===== src/rtl/inst_queue_if.sv =====
// Fetch/decode-facing signal bundle for the dual-issue instruction queue.
// The master modport is the fetch+decode side; the slave modport is the queue itself.
interface inst_queue_if #(
    parameter  int DATA_W = 64,
    parameter  int DEPTH  = 8,
    localparam int CNT_W  = $clog2(DEPTH) + 1
);
    // Writes are all-or-nothing: when fifo_stall_req is high in a cycle with
    // w_ena_* set, nothing is written and fetch re-presents the same words.
    // Pops are unconditional requests, clamped by the queue to its occupancy.
    logic              w_ena_1;
    logic              w_ena_2;
    logic [DATA_W-1:0] w_data_1;
    logic [DATA_W-1:0] w_data_2;
    logic              fifo_stall_req;
    logic              p_data_1;
    logic              p_data_2;
    logic [DATA_W-1:0] r_data_1;
    logic [DATA_W-1:0] r_data_2;
    logic              r_data_1_ok;
    logic              r_data_2_ok;
    logic [CNT_W-1:0]  count;
    logic              err;

    modport master (
        output w_ena_1, w_ena_2, w_data_1, w_data_2, p_data_1, p_data_2,
        input  fifo_stall_req, r_data_1, r_data_2, r_data_1_ok, r_data_2_ok,
               count, err
    );

    modport slave (
        input  w_ena_1, w_ena_2, w_data_1, w_data_2, p_data_1, p_data_2,
        output fifo_stall_req, r_data_1, r_data_2, r_data_1_ok, r_data_2_ok,
               count, err
    );
endinterface


===== src/rtl/inst_queue.sv =====
// Dual-issue instruction queue: up to two writes and two pops per cycle,
// all-or-nothing write stall, live occupancy count and sticky pop-error flag.
module inst_queue #(
    parameter  int DATA_W = 64,
    parameter  int DEPTH  = 8,
    localparam int CNT_W  = $clog2(DEPTH) + 1
) (
    input  logic         clk,
    input  logic         rst,
    input  logic         flush,
    inst_queue_if.slave  q
);
    localparam int IDX_W = $clog2(DEPTH);

    logic [DATA_W-1:0] mem [DEPTH];
    logic [CNT_W-1:0]  w_ptr, r_ptr;
    logic [CNT_W-1:0]  cnt, free, nw, np_req, np;
    logic [IDX_W-1:0]  w_idx, w_idx_n, r_idx, r_idx_n;
    logic              stall, pop_err, err_q;

    // Pointers carry one extra wrap bit so full and empty are distinguishable.
    always_comb begin
        cnt     = w_ptr - r_ptr;
        free    = CNT_W'(DEPTH) - cnt;
        nw      = CNT_W'(q.w_ena_1) + CNT_W'(q.w_ena_2);
        stall   = free < nw;
        pop_err = q.p_data_2 & ~q.p_data_1;
        np_req  = '0;
        if (q.p_data_1 && q.p_data_2) begin
            np_req = CNT_W'(2);
        end else if (q.p_data_1) begin
            np_req = CNT_W'(1);
        end
        np = (np_req < cnt) ? np_req : cnt;
    end

    assign w_idx   = w_ptr[IDX_W-1:0];
    assign w_idx_n = w_idx + IDX_W'(1);
    assign r_idx   = r_ptr[IDX_W-1:0];
    assign r_idx_n = r_idx + IDX_W'(1);

    // A lone w_ena_2 lands in the slot w_data_1 would have taken.
    always_ff @(posedge clk) begin
        if (rst && !flush && !stall) begin
            if (q.w_ena_1) begin
                mem[w_idx] <= q.w_data_1;
            end
            if (q.w_ena_2) begin
                mem[q.w_ena_1 ? w_idx_n : w_idx] <= q.w_data_2;
            end
        end
    end

    always_ff @(posedge clk) begin
        if (!rst) begin
            w_ptr <= '0;
            r_ptr <= '0;
            err_q <= 1'b0;
        end else if (flush) begin
            w_ptr <= '0;
            r_ptr <= '0;
        end else begin
            if (!stall) begin
                w_ptr <= w_ptr + nw;
            end
            r_ptr <= r_ptr + np;
            if (pop_err) begin
                err_q <= 1'b1;
            end
        end
    end

    assign q.fifo_stall_req = stall;
    assign q.count          = cnt;
    assign q.r_data_1_ok    = (cnt != '0);
    assign q.r_data_2_ok    = (cnt >= CNT_W'(2));
    assign q.r_data_1       = q.r_data_1_ok ? mem[r_idx]   : '0;
    assign q.r_data_2       = q.r_data_2_ok ? mem[r_idx_n] : '0;
    assign q.err            = err_q;
endmodule

===== src/flat_wrapper.sv =====
// flat-port wrapper written by rule: the top's interface ports become plain ports
module inst_queue_flat 
#(
    parameter  int DATA_W = 64,
    parameter  int DEPTH  = 8,
    localparam int CNT_W  = $clog2(DEPTH) + 1
)
  (clk, rst, flush, q_w_ena_1, q_w_ena_2, q_w_data_1, q_w_data_2, q_p_data_1, q_p_data_2, q_fifo_stall_req, q_r_data_1, q_r_data_2, q_r_data_1_ok, q_r_data_2_ok, q_count, q_err);
  inst_queue_if #(.DATA_W(DATA_W), .DEPTH(DEPTH)) q_i ();
  input  logic clk;
  input  logic rst;
  input  logic flush;
  input wire logic [$bits(q_i.w_ena_1)-1:0] q_w_ena_1;
  input wire logic [$bits(q_i.w_ena_2)-1:0] q_w_ena_2;
  input wire logic [$bits(q_i.w_data_1)-1:0] q_w_data_1;
  input wire logic [$bits(q_i.w_data_2)-1:0] q_w_data_2;
  input wire logic [$bits(q_i.p_data_1)-1:0] q_p_data_1;
  input wire logic [$bits(q_i.p_data_2)-1:0] q_p_data_2;
  output wire logic [$bits(q_i.fifo_stall_req)-1:0] q_fifo_stall_req;
  output wire logic [$bits(q_i.r_data_1)-1:0] q_r_data_1;
  output wire logic [$bits(q_i.r_data_2)-1:0] q_r_data_2;
  output wire logic [$bits(q_i.r_data_1_ok)-1:0] q_r_data_1_ok;
  output wire logic [$bits(q_i.r_data_2_ok)-1:0] q_r_data_2_ok;
  output wire logic [$bits(q_i.count)-1:0] q_count;
  output wire logic [$bits(q_i.err)-1:0] q_err;
  assign q_i.w_ena_1 = q_w_ena_1;
  assign q_i.w_ena_2 = q_w_ena_2;
  assign q_i.w_data_1 = q_w_data_1;
  assign q_i.w_data_2 = q_w_data_2;
  assign q_i.p_data_1 = q_p_data_1;
  assign q_i.p_data_2 = q_p_data_2;
  assign q_fifo_stall_req = q_i.fifo_stall_req;
  assign q_r_data_1 = q_i.r_data_1;
  assign q_r_data_2 = q_i.r_data_2;
  assign q_r_data_1_ok = q_i.r_data_1_ok;
  assign q_r_data_2_ok = q_i.r_data_2_ok;
  assign q_count = q_i.count;
  assign q_err = q_i.err;
  inst_queue #(.DATA_W(DATA_W), .DEPTH(DEPTH)) u_core (.clk(clk), .rst(rst), .flush(flush), .q(q_i));
endmodule

===== config.mk =====
export PLATFORM = sky130hd
export DESIGN_NAME = inst_queue_flat
export DESIGN_NICKNAME = d
export VERILOG_FILES = /design/src/rtl/inst_queue_if.sv /design/src/rtl/inst_queue.sv /design/src/flat_wrapper.sv
export SDC_FILE = /design/constraint.sdc
export NUM_CORES = 1
export LEC_CHECK = 0
export ABC_CLOCK_PERIOD_IN_PS = 8800
export BUFFER_PORTS_ARGS = -buffer_cell sky130_fd_sc_hd__buf_2
export CELL_PAD_IN_SITES_DETAIL_PLACEMENT = 0
export CELL_PAD_IN_SITES_GLOBAL_PLACEMENT = 1
export CORE_AREA = 3 3 266 268
export DETAILED_ROUTE_END_ITERATION = 12
export DIE_AREA = 0 0 269 271
export PLACE_DENSITY = 0.83
export SLEW_MARGIN = 5
export SYNTH_ARGS = -nofsm -noshare
export SYNTH_HDL_FRONTEND = slang
export SYNTH_SLANG_ARGS = --single-unit

===== constraint.sdc =====
create_clock -name clk -period 8.8 [get_ports clk]
set_input_delay 0.44 -clock clk [delete_from_list [all_inputs] [get_ports clk]]
set_output_delay 0.44 -clock clk [all_outputs]
set_load 0.1 [all_outputs]

Word-level counts from Yosys, hierarchy flattened

Memory sizes are Yosys's and may differ from the RTL's. A register that Yosys moved wholly into a read port is not among the register bits.
Cells that the tools add are included.

Register bits: 9
Bits in writable memories: 512
Input bits: 135
Logic and storage cells: 39
Memories: 1
Output and inout port bits: 136

Bitwise operators: 4
Reduce and logical (&&, ||, !) cells: 8
Add/subtract/negate cells: 7
Magnitude comparators: 3
Muxes and demuxes: 13

Memories:

| memory     | words | bits a word | read ports | clocked after Yosys merged registers in | wr ports | line             | RTL |
|---|---|---|---|---|---|---|---|
| u_core.mem | 8     | 64          | 2          | 1                                       | 2        | inst_queue.sv:15 | `logic [DATA_W-1:0] mem [DEPTH];` |

Operators by type and width:

| operator            | number |
|---|---|
| $mux 64             | 2 |
| $add 4x4->4         | 2 |
| $lt 4x4->1          | 2 |
| $mux 4              | 2 |
| $mux 1              | 7 |
| $add 3x1->3 const B | 2 |
| $mux 3              | 2 |
| $ge 4x2->1 const B  | 1 |
| $reduce_bool 4->1   | 1 |
| $sub 4x4->4         | 1 |
| $sub 4x4->4 const A | 1 |
| $logic_and 1x1->1   | 3 |
| $not 1->1           | 3 |
| $add 1x1->2         | 1 |
| $logic_not 1->1     | 2 |
| $reduce_and 2->1    | 1 |
| $reduce_or 2->1     | 1 |
| $and 1x1->1         | 1 |

Longest topological paths before layout

Gate-level depths: netlist of run 1.

Word-level depth: 7
Mapped depth: 15
Mapped depth without buffers: 12

Worst setup path after synthesis of run 1

Ideal clock, no wire load.

Kind: flip-flop to flip-flop
Start: register u_core.w_ptr[0]
End: memory u_core.mem[4][0] (enable)
Path buffers: 1
Clock period less this slack: 7.915 ns
Setup slack: 0.885 ns
Setup time: 0.507 ns
Arrival time: 7.408 ns
Stages on the path, launching flop included: 14
Required time: 8.293 ns
Cells stage by stage: dfxtp_1 > clkbuf_1 > inv_1 > ha_1 > fa_1 > inv_1 > ha_1 > inv_1 > ha_1 > a21boi_0 > nor3_4 > nand2_1 > clkinv_1 > a21oi_1

RTL lines:

| item                   | line             | RTL |
|---|---|---|
| start, declared        | inst_queue.sv:16 | `logic [CNT_W-1:0] w_ptr, r_ptr;` |
| start signal, assigned | inst_queue.sv:64 | `w_ptr <= w_ptr + nw;` |
| end, declared          | inst_queue.sv:15 |  |

==> results.sh, run 1 <==
export IMPL_status="completed"
export IMPL_rsz0062_at_grt="false"
export IMPL_reg2reg_to="u_core.mem[6][31]"
export IMPL_clk_latency_ns=0.63
export IMPL_hold_path_depth=2
export IMPL_clock_sinks=521
export IMPL_arrival_ns=6.04
export IMPL_route_detailed_drc=0
export IMPL_die_area_um2=72900
export IMPL_cts_hold_repair_buffers=0
export IMPL_hold_class="input port to register"
export IMPL_yosysSeqAreaShare=0.5062
export IMPL_layout_min_cycle_time_ns=5.805
export IMPL_grt_use_total=0.2479
export IMPL_syn_area_um2=30730
export IMPL_antenna_found_initial=17
export IMPL_end_kind="register"
export IMPL_reg2reg_slack_ns=2.99
export IMPL_cts_buffers=56
export IMPL_drt_iter0_drc=2041
export IMPL_wire_per_inst_um=28.63
export IMPL_die_w_um=269
export IMPL_syn_avg_cell_area_um2=15.63
export IMPL_antenna_left=0
export IMPL_drive_gt1_frac=0.4935
export IMPL_tightest_slew_ns=1.316
export IMPL_timing_rr_start="u_core.r_ptr[0]"
export IMPL_synthesis_instances=1966
export IMPL_firstDrtPassIters=5
export IMPL_initial_utilization=0.4480
export IMPL_crit_family="buffers and inverters"
export IMPL_setup_violations=0
export IMPL_worstHoldEndpoint="u_core.q.err"
export IMPL_synthFlopType="edfxtp_1"
export IMPL_relSlewSlack=0.1230
export IMPL_final_nets=2327
export IMPL_regArea_um2=15570
export IMPL_worstSetupPathType="register to register"
export IMPL_numPortBuffers=270
export IMPL_core_area_um2=68590
export IMPL_htree_levels=2
export IMPL_rows=96
export IMPL_synth_cell_types=50
export IMPL_multi_input_area_um2=14330
export IMPL_cts_tree="built"
export IMPL_hold_viol_final=0
export IMPL_path_cells="ha_1, fa_1, inv_1, ha_1, inv_1, ha_1, a21boi_0, nor3_4, nand2_1, clkinv_1, a21oi_4, buf_4"
export IMPL_die_height_um=271
export IMPL_r2r_cells=12
export IMPL_synth_nets=2119
export IMPL_clkTransAtPathRegs_ns=0.06
export IMPL_ctsLongestPathBuffers=3
export IMPL_grt_pass1_wl_um=135400
export IMPL_critPathBufInv=4
export IMPL_cts_setup_buffers=0
export IMPL_cp_required_ns=9.03
export IMPL_grt_pass1_vias=20920
export IMPL_path_common_cell="ha_1"
export IMPL_vias=19839
export IMPL_cts_resized=0
export IMPL_cpPeakStageDelay_ns=1.03
export IMPL_hold_start="rst"
export IMPL_synth_edf_count=512
export IMPL_slowest_stage="dfxtp_4"
export IMPL_overflow=0
export IMPL_dp_hpwl_um=51230
export IMPL_finalSetupTns_ns=0
export IMPL_fillers=5767
export IMPL_fin_skew_ns=0.02813
export IMPL_area_delta_synth_final_pct=12.22
export IMPL_maxCapViolCount=0
export IMPL_crit_fanout=60
export IMPL_fmax_mhz=172.3
export IMPL_slew_viol_final=0
export IMPL_wl_um=90410
export IMPL_async_flop_share=0
export IMPL_utilization=0.5027
export IMPL_startpoint_type="register"
export IMPL_io_pins=271
export IMPL_finalCritPeriodShare=0.6597
export IMPL_grt_max_degree=134
export IMPL_ctsRootBufferMaster="clkbuf_16"
export IMPL_vias_per_cell=6.282
export IMPL_ys_seq_elements=521
export IMPL_gp_congestion=0.8212
export IMPL_yosysWarnings=0
==> synth_stat cells, types with 3 or more instances <==
library cell,number,area (um^2)
ha_1,15,187.7
nand3b_1,5,37.54
or3b_2,3,26.28
clkbuf_1,64,240.2
dfxtp_1,9,180.2
mux2_1,87,979.7
fa_1,3,60.06
a21oi_1,141,705.7
nor3_1,3,15.01
xnor2_1,3,26.28
mux2i_1,3,30.03
inv_1,13,48.80
mux4_2,256,5766
nand2_1,272,1021
a21oi_4,4,65.06
o211ai_4,3,63.81
buf_6,42,473.0
nand3_1,5,25.02
buf_2,10,50.05
xor2_1,5,43.79
edfxtp_1,512,15370
buf_1,29,108.9
nor2_1,12,45.04
buf_4,6,45.04
mux2_2,425,4786
==> cell type report <==
class | instances | share of cell area
inverter | 14 | 0.001524
tap | 931 | 0.03378
antenna | 12 | 0.0008709
timing repair buffer | 301 | 0.04630
sequential | 521 | 0.4514
clock inverter | 32 | 0.008709
multi-input combinational | 1280 | 0.4155
clock buffer | 67 | 0.04184
==> layout by cell type (no fill, tap or decap), types with 4 or more instances in the layout <==
cell type	n
nand2_1	272
mux2_2	425
inv_1	12
edfxtp_1	512
nor2_4	4
clkbuf_16	56
mux2_1	87
nor2_1	8
nand3_1	5
ha_1	14
a21oi_1	137
nand3b_1	5
mux4_2	256
bufinv_16	4
buf_2	270
buf_4	30
dfxtp_1	6
xor2_1	4
a21oi_4	8
clkinv_1	12
diode_2	12
clkbuf_1	11
clkinv_2	11
==> flip-flops by register name (all words and copies together), names as in the netlist <==
name / cells
u_core.r_ptr: 4
u_core.mem: 512
u_core.q.err: 1
u_core.w_ptr: 4
==> cells by family after synthesis <==
family                     synth area share
and+or+nand+nor                     0.04194
other                             0.0001220
buffers and inverters               0.03156
muxes                                0.3763
xor gates and xnor gates           0.005538
DFF                                  0.5062
adders and majority gates          0.008063
AOI/OAI and AO/OA                   0.03030
==> metrics by stage <==
stage | hold WS (ns) | setup slack [ns] | cells | cell area [um^2]
6_report | 0.1154 | 2.995 | 3158 | 34480
5_1_grt | 0.1166 | 2.641 | 3153 | 34470
4_1_cts | 0.1016 | 2.936 | 3146 | 34450
3_5_place_dp | 0.4779 | 2.919 | 3047 | 32710
3_3_place_gp | 0.4689 | 3.011 | 3047 | 32710
2_1_floorplan | 0.5285 | 0.8853 | 1966 | 30730
==> how the worst max path moves through the flow <==
stage	from	to	slack [ns]	cells after the start
after floorplan	u_core.w_ptr[0]	u_core.mem[4][0]	0.89	13
after global placement	u_core.r_ptr[0]	u_core.mem[6][29]	3.01	12
after detailed placement	u_core.r_ptr[0]	u_core.mem[6][29]	2.92	12
after CTS	u_core.r_ptr[0]	u_core.mem[6][21]	2.94	12
after global routing	u_core.r_ptr[0]	u_core.mem[6][21]	2.64	12
final	u_core.r_ptr[0]	u_core.mem[6][31]	2.99	12
==> worst register-to-register path, stage by stage, from the launching register on <==
cell and delay (ns):
dfxtp_4 1.03, ha_1 0.34, fa_1 0.49, inv_1 0.16, ha_1 0.16, inv_1 0.05, ha_1 0.26, a21boi_0 0.35
nor3_4 0.16, nand2_1 0.13, clkinv_1 0.50, a21oi_4 0.85, buf_4 0.90
==> routing by layer <==
metal,routed length (um),part of all wire,vias to the layer above,GRT usage
met4,2258,0.025,6,0.07465
met1,35600,0.39,10473,0.3274
met5,35,0.00039,-,0
li1,-,-,8309,-
met2,45690,0.51,897,0.4202
met3,6818,0.075,154,0.04183
Power of run 1 is not shown: default switching activity piles up to over one toggle a cycle in this logic, so the estimate is an artifact.
==> run 2, diff against run 1 <==
--- a/config.mk
+++ b/config.mk
@@ -5,14 +5,15 @@
 export SDC_FILE = /design/constraint.sdc
 export NUM_CORES = 1
 export LEC_CHECK = 0
-export ABC_CLOCK_PERIOD_IN_PS = 8800
+export ABC_AREA = 1
+export ABC_CLOCK_PERIOD_IN_PS = 4970
 export BUFFER_PORTS_ARGS = -buffer_cell sky130_fd_sc_hd__buf_2
 export CELL_PAD_IN_SITES_DETAIL_PLACEMENT = 0
 export CELL_PAD_IN_SITES_GLOBAL_PLACEMENT = 1
-export CORE_AREA = 3 3 266 268
+export CORE_AREA = 3 3 286 288
 export DETAILED_ROUTE_END_ITERATION = 12
-export DIE_AREA = 0 0 269 271
-export PLACE_DENSITY = 0.83
+export DIE_AREA = 0 0 289 291
+export PLACE_DENSITY = 0.89
 export SLEW_MARGIN = 5
 export SYNTH_ARGS = -nofsm -noshare
 export SYNTH_HDL_FRONTEND = slang
==> constraint.sdc (replaced) <==
create_clock -name clk -period 4.97 [get_ports clk]
set_input_delay 0.2485 -clock clk [delete_from_list [all_inputs] [get_ports clk]]
set_output_delay 0.2485 -clock clk [all_outputs]
set_load 0.1 [all_outputs]
==> run 2 against run 1 <==
  * Utilization is 3.0 points lower
  * Final area up 8.4%
  * Via count increased by 58%
  * Clock skew fell by 0.0074 ns
  * Critical path depth down 4
  * Synthesized cell count grew 120%
  * Critical path type is now register to primary output
  * Highest routed layer unchanged
==> results.sh, run 2 <==
export IMPL_status="completed"
export IMPL_slew_viol_final=0
export IMPL_relSlewSlack=0.2013
export IMPL_synthTopCellsByArea="edfxtp_1, nand2_1, nor2_1"
export IMPL_cts_buffers=58
export IMPL_grt_pass1_vias=29544
export IMPL_vias=31344
export IMPL_vias_per_cell=5.677
export IMPL_ctsLongestPathBuffers=3
export IMPL_gp_congestion=0.8123
export IMPL_ctsRootBufferMaster="clkbuf_16"
export IMPL_overflow=0
export IMPL_io_pins=271
export IMPL_utilization=0.4723
export IMPL_synthFlopType="edfxtp_1"
export IMPL_synth_top_area_frac=0.4724
export IMPL_die_height_um=291
export IMPL_cts_resized=0
export IMPL_place_ws_ns=0.8826
export IMPL_htree_levels=2
export IMPL_startpoint_type="register"
export IMPL_fin_skew_ns=0.02076
export IMPL_yosysTopAreaCell="edfxtp_1"
export IMPL_drive_gt1_frac=0.1003
export IMPL_setup_violations=0
export IMPL_rsz0062_at_grt="false"
export IMPL_synth_most_common_cell="nand2_1"
export IMPL_clk_latency_ns=0.63
export IMPL_syn_area_um2=32550
export IMPL_top_regs="u_core.mem (512), u_core.r_ptr (4), u_core.w_ptr (4)"
export IMPL_firstDrtPassIters=6
export IMPL_cp_required_ns=4.72
export IMPL_die_w_um=289
export IMPL_r2r_cells=18
export IMPL_largest_register="u_core.mem"
export IMPL_place_area_um2=34450
export IMPL_cts_tree="built"
export IMPL_area_delta_synth_final_pct=14.82
export IMPL_fmax_mhz=218.3
export IMPL_antenna_left=0
export IMPL_wl_um=120400
export IMPL_synthesis_instances=4355
export IMPL_yosysWarnings=0
export IMPL_maxCapViolCount=0
export IMPL_final_area_um2=37370
export IMPL_setup_slack_ns=0.3889
export IMPL_antenna_found_initial=3
export IMPL_initial_utilization=0.4113
export IMPL_final_nets=4575
export IMPL_hold_viol_final=0
export IMPL_rows=103
export IMPL_layout_min_cycle_time_ns=4.581
export IMPL_tightest_slew_ns=1.198
export IMPL_end_kind="primary output"
export IMPL_arrival_ns=4.33
export IMPL_finalCritPeriodShare=0.9217
export IMPL_clkTransAtPathRegs_ns=0.06
export IMPL_hold_path_depth=3
export IMPL_synth_cell_types=30
export IMPL_drt_iter0_drc=3764
export IMPL_wire_per_inst_um=21.80
export IMPL_ys_seq_elements=521
export IMPL_dp_hpwl_um=64820
export IMPL_core_area_um2=79130
export IMPL_final_common_cell="nand2_1"
export IMPL_synthTopCellsByCount="nand2_1, edfxtp_1, nor2_1, o21ai_0, clkbuf_1"
export IMPL_grt_max_degree=287
export IMPL_die_area_um2=84100
export IMPL_grt_use_total=0.2777
export IMPL_synth_edf_count=512
export IMPL_grt_pass1_wl_um=178800
export IMPL_worstSetupPathType="register to primary output"
export IMPL_numPortBuffers=270
export IMPL_final_cell_mix="nand2_1, edfxtp_1, nor2_1"
export IMPL_async_flop_share=0
export IMPL_hold_class="input port to register"
export IMPL_largest_register_ffs=512
export IMPL_route_detailed_drc=0
export IMPL_syn_avg_cell_area_um2=7.474
export IMPL_clock_sinks=521
export IMPL_crit_fanout=122
export IMPL_yosysSeqAreaShare=0.4779
export IMPL_synth_nets=4508
## run 2: timing repair
item | 4_1_cts | 5_1_grt
hold buffers | 107 | 0
buffers inserted | 0 | 3
endpoints found under the hold margin | 306 | 0
setup endpoints to repair | 0 | 1
## run 2: final timing paths
kind                        start                 to  slack, ns
setup / recovery  u_core.r_ptr[0]     q_r_data_2[36]       0.39
hold / removal     q_w_data_2[62]  u_core.mem[1][62]       0.02
hold reg to reg   u_core.r_ptr[3]    u_core.r_ptr[3]       0.54
setup reg to reg  u_core.w_ptr[0]  u_core.mem[7][28]       0.49
## run 2: routing by layer
layer	global-route usage	wire [um]	up-vias
li1	-	-	14561
met1	0.3568	46340	14825
met2	0.4686	58110	1667
met3	0.03782	10920	289
met4	0.1169	4985	2
met5	0	13	-
## run 2: cells by family after synthesis
kind of cell               Yosys count  share of synthesized area
and+or+nand+nor                   2408                     0.2816
AOI/OAI and AO/OA                  789                     0.1560
buffers and inverters              616                    0.07623
DFF                                521                     0.4779
adders and majority gates           18                   0.007612
xor gates and xnor gates             2                  0.0005383
other                                1                  0.0001152
## run 2: final cells by class
class,count,area (um^2)
sequential,521,15560
antenna,3,7.507
clock inverter,33,277.8
fill,7751,41760
clock buffer,73,1529
tap,1050,1314
multi-input combinational,3218,14630
inverter,169,651.9
timing repair buffer,454,3401
## run 2: critical path, stage by stage, from the launching register on
cell and delay [ns]:
dfxtp_4 0.45, buf_4 0.79, buf_4 0.99, o21ai_0 0.22, o221ai_1 0.21, o311ai_0 0.25, buf_4 0.23, inv_1 0.04
buf_2 0.41
## run 2: metrics by stage
stage,hold slack (ns),instances,setup TNS (ns)
2_1_floorplan,0.3660,4355,-114.97
6_report,0.02359,5521,0
3_5_place_dp,0.4524,5302,0
4_1_cts,0.0003388,5515,0
5_1_grt,0.01181,5518,0
3_3_place_gp,0.4539,5302,0
Power of run 2 is left out for the same reason.
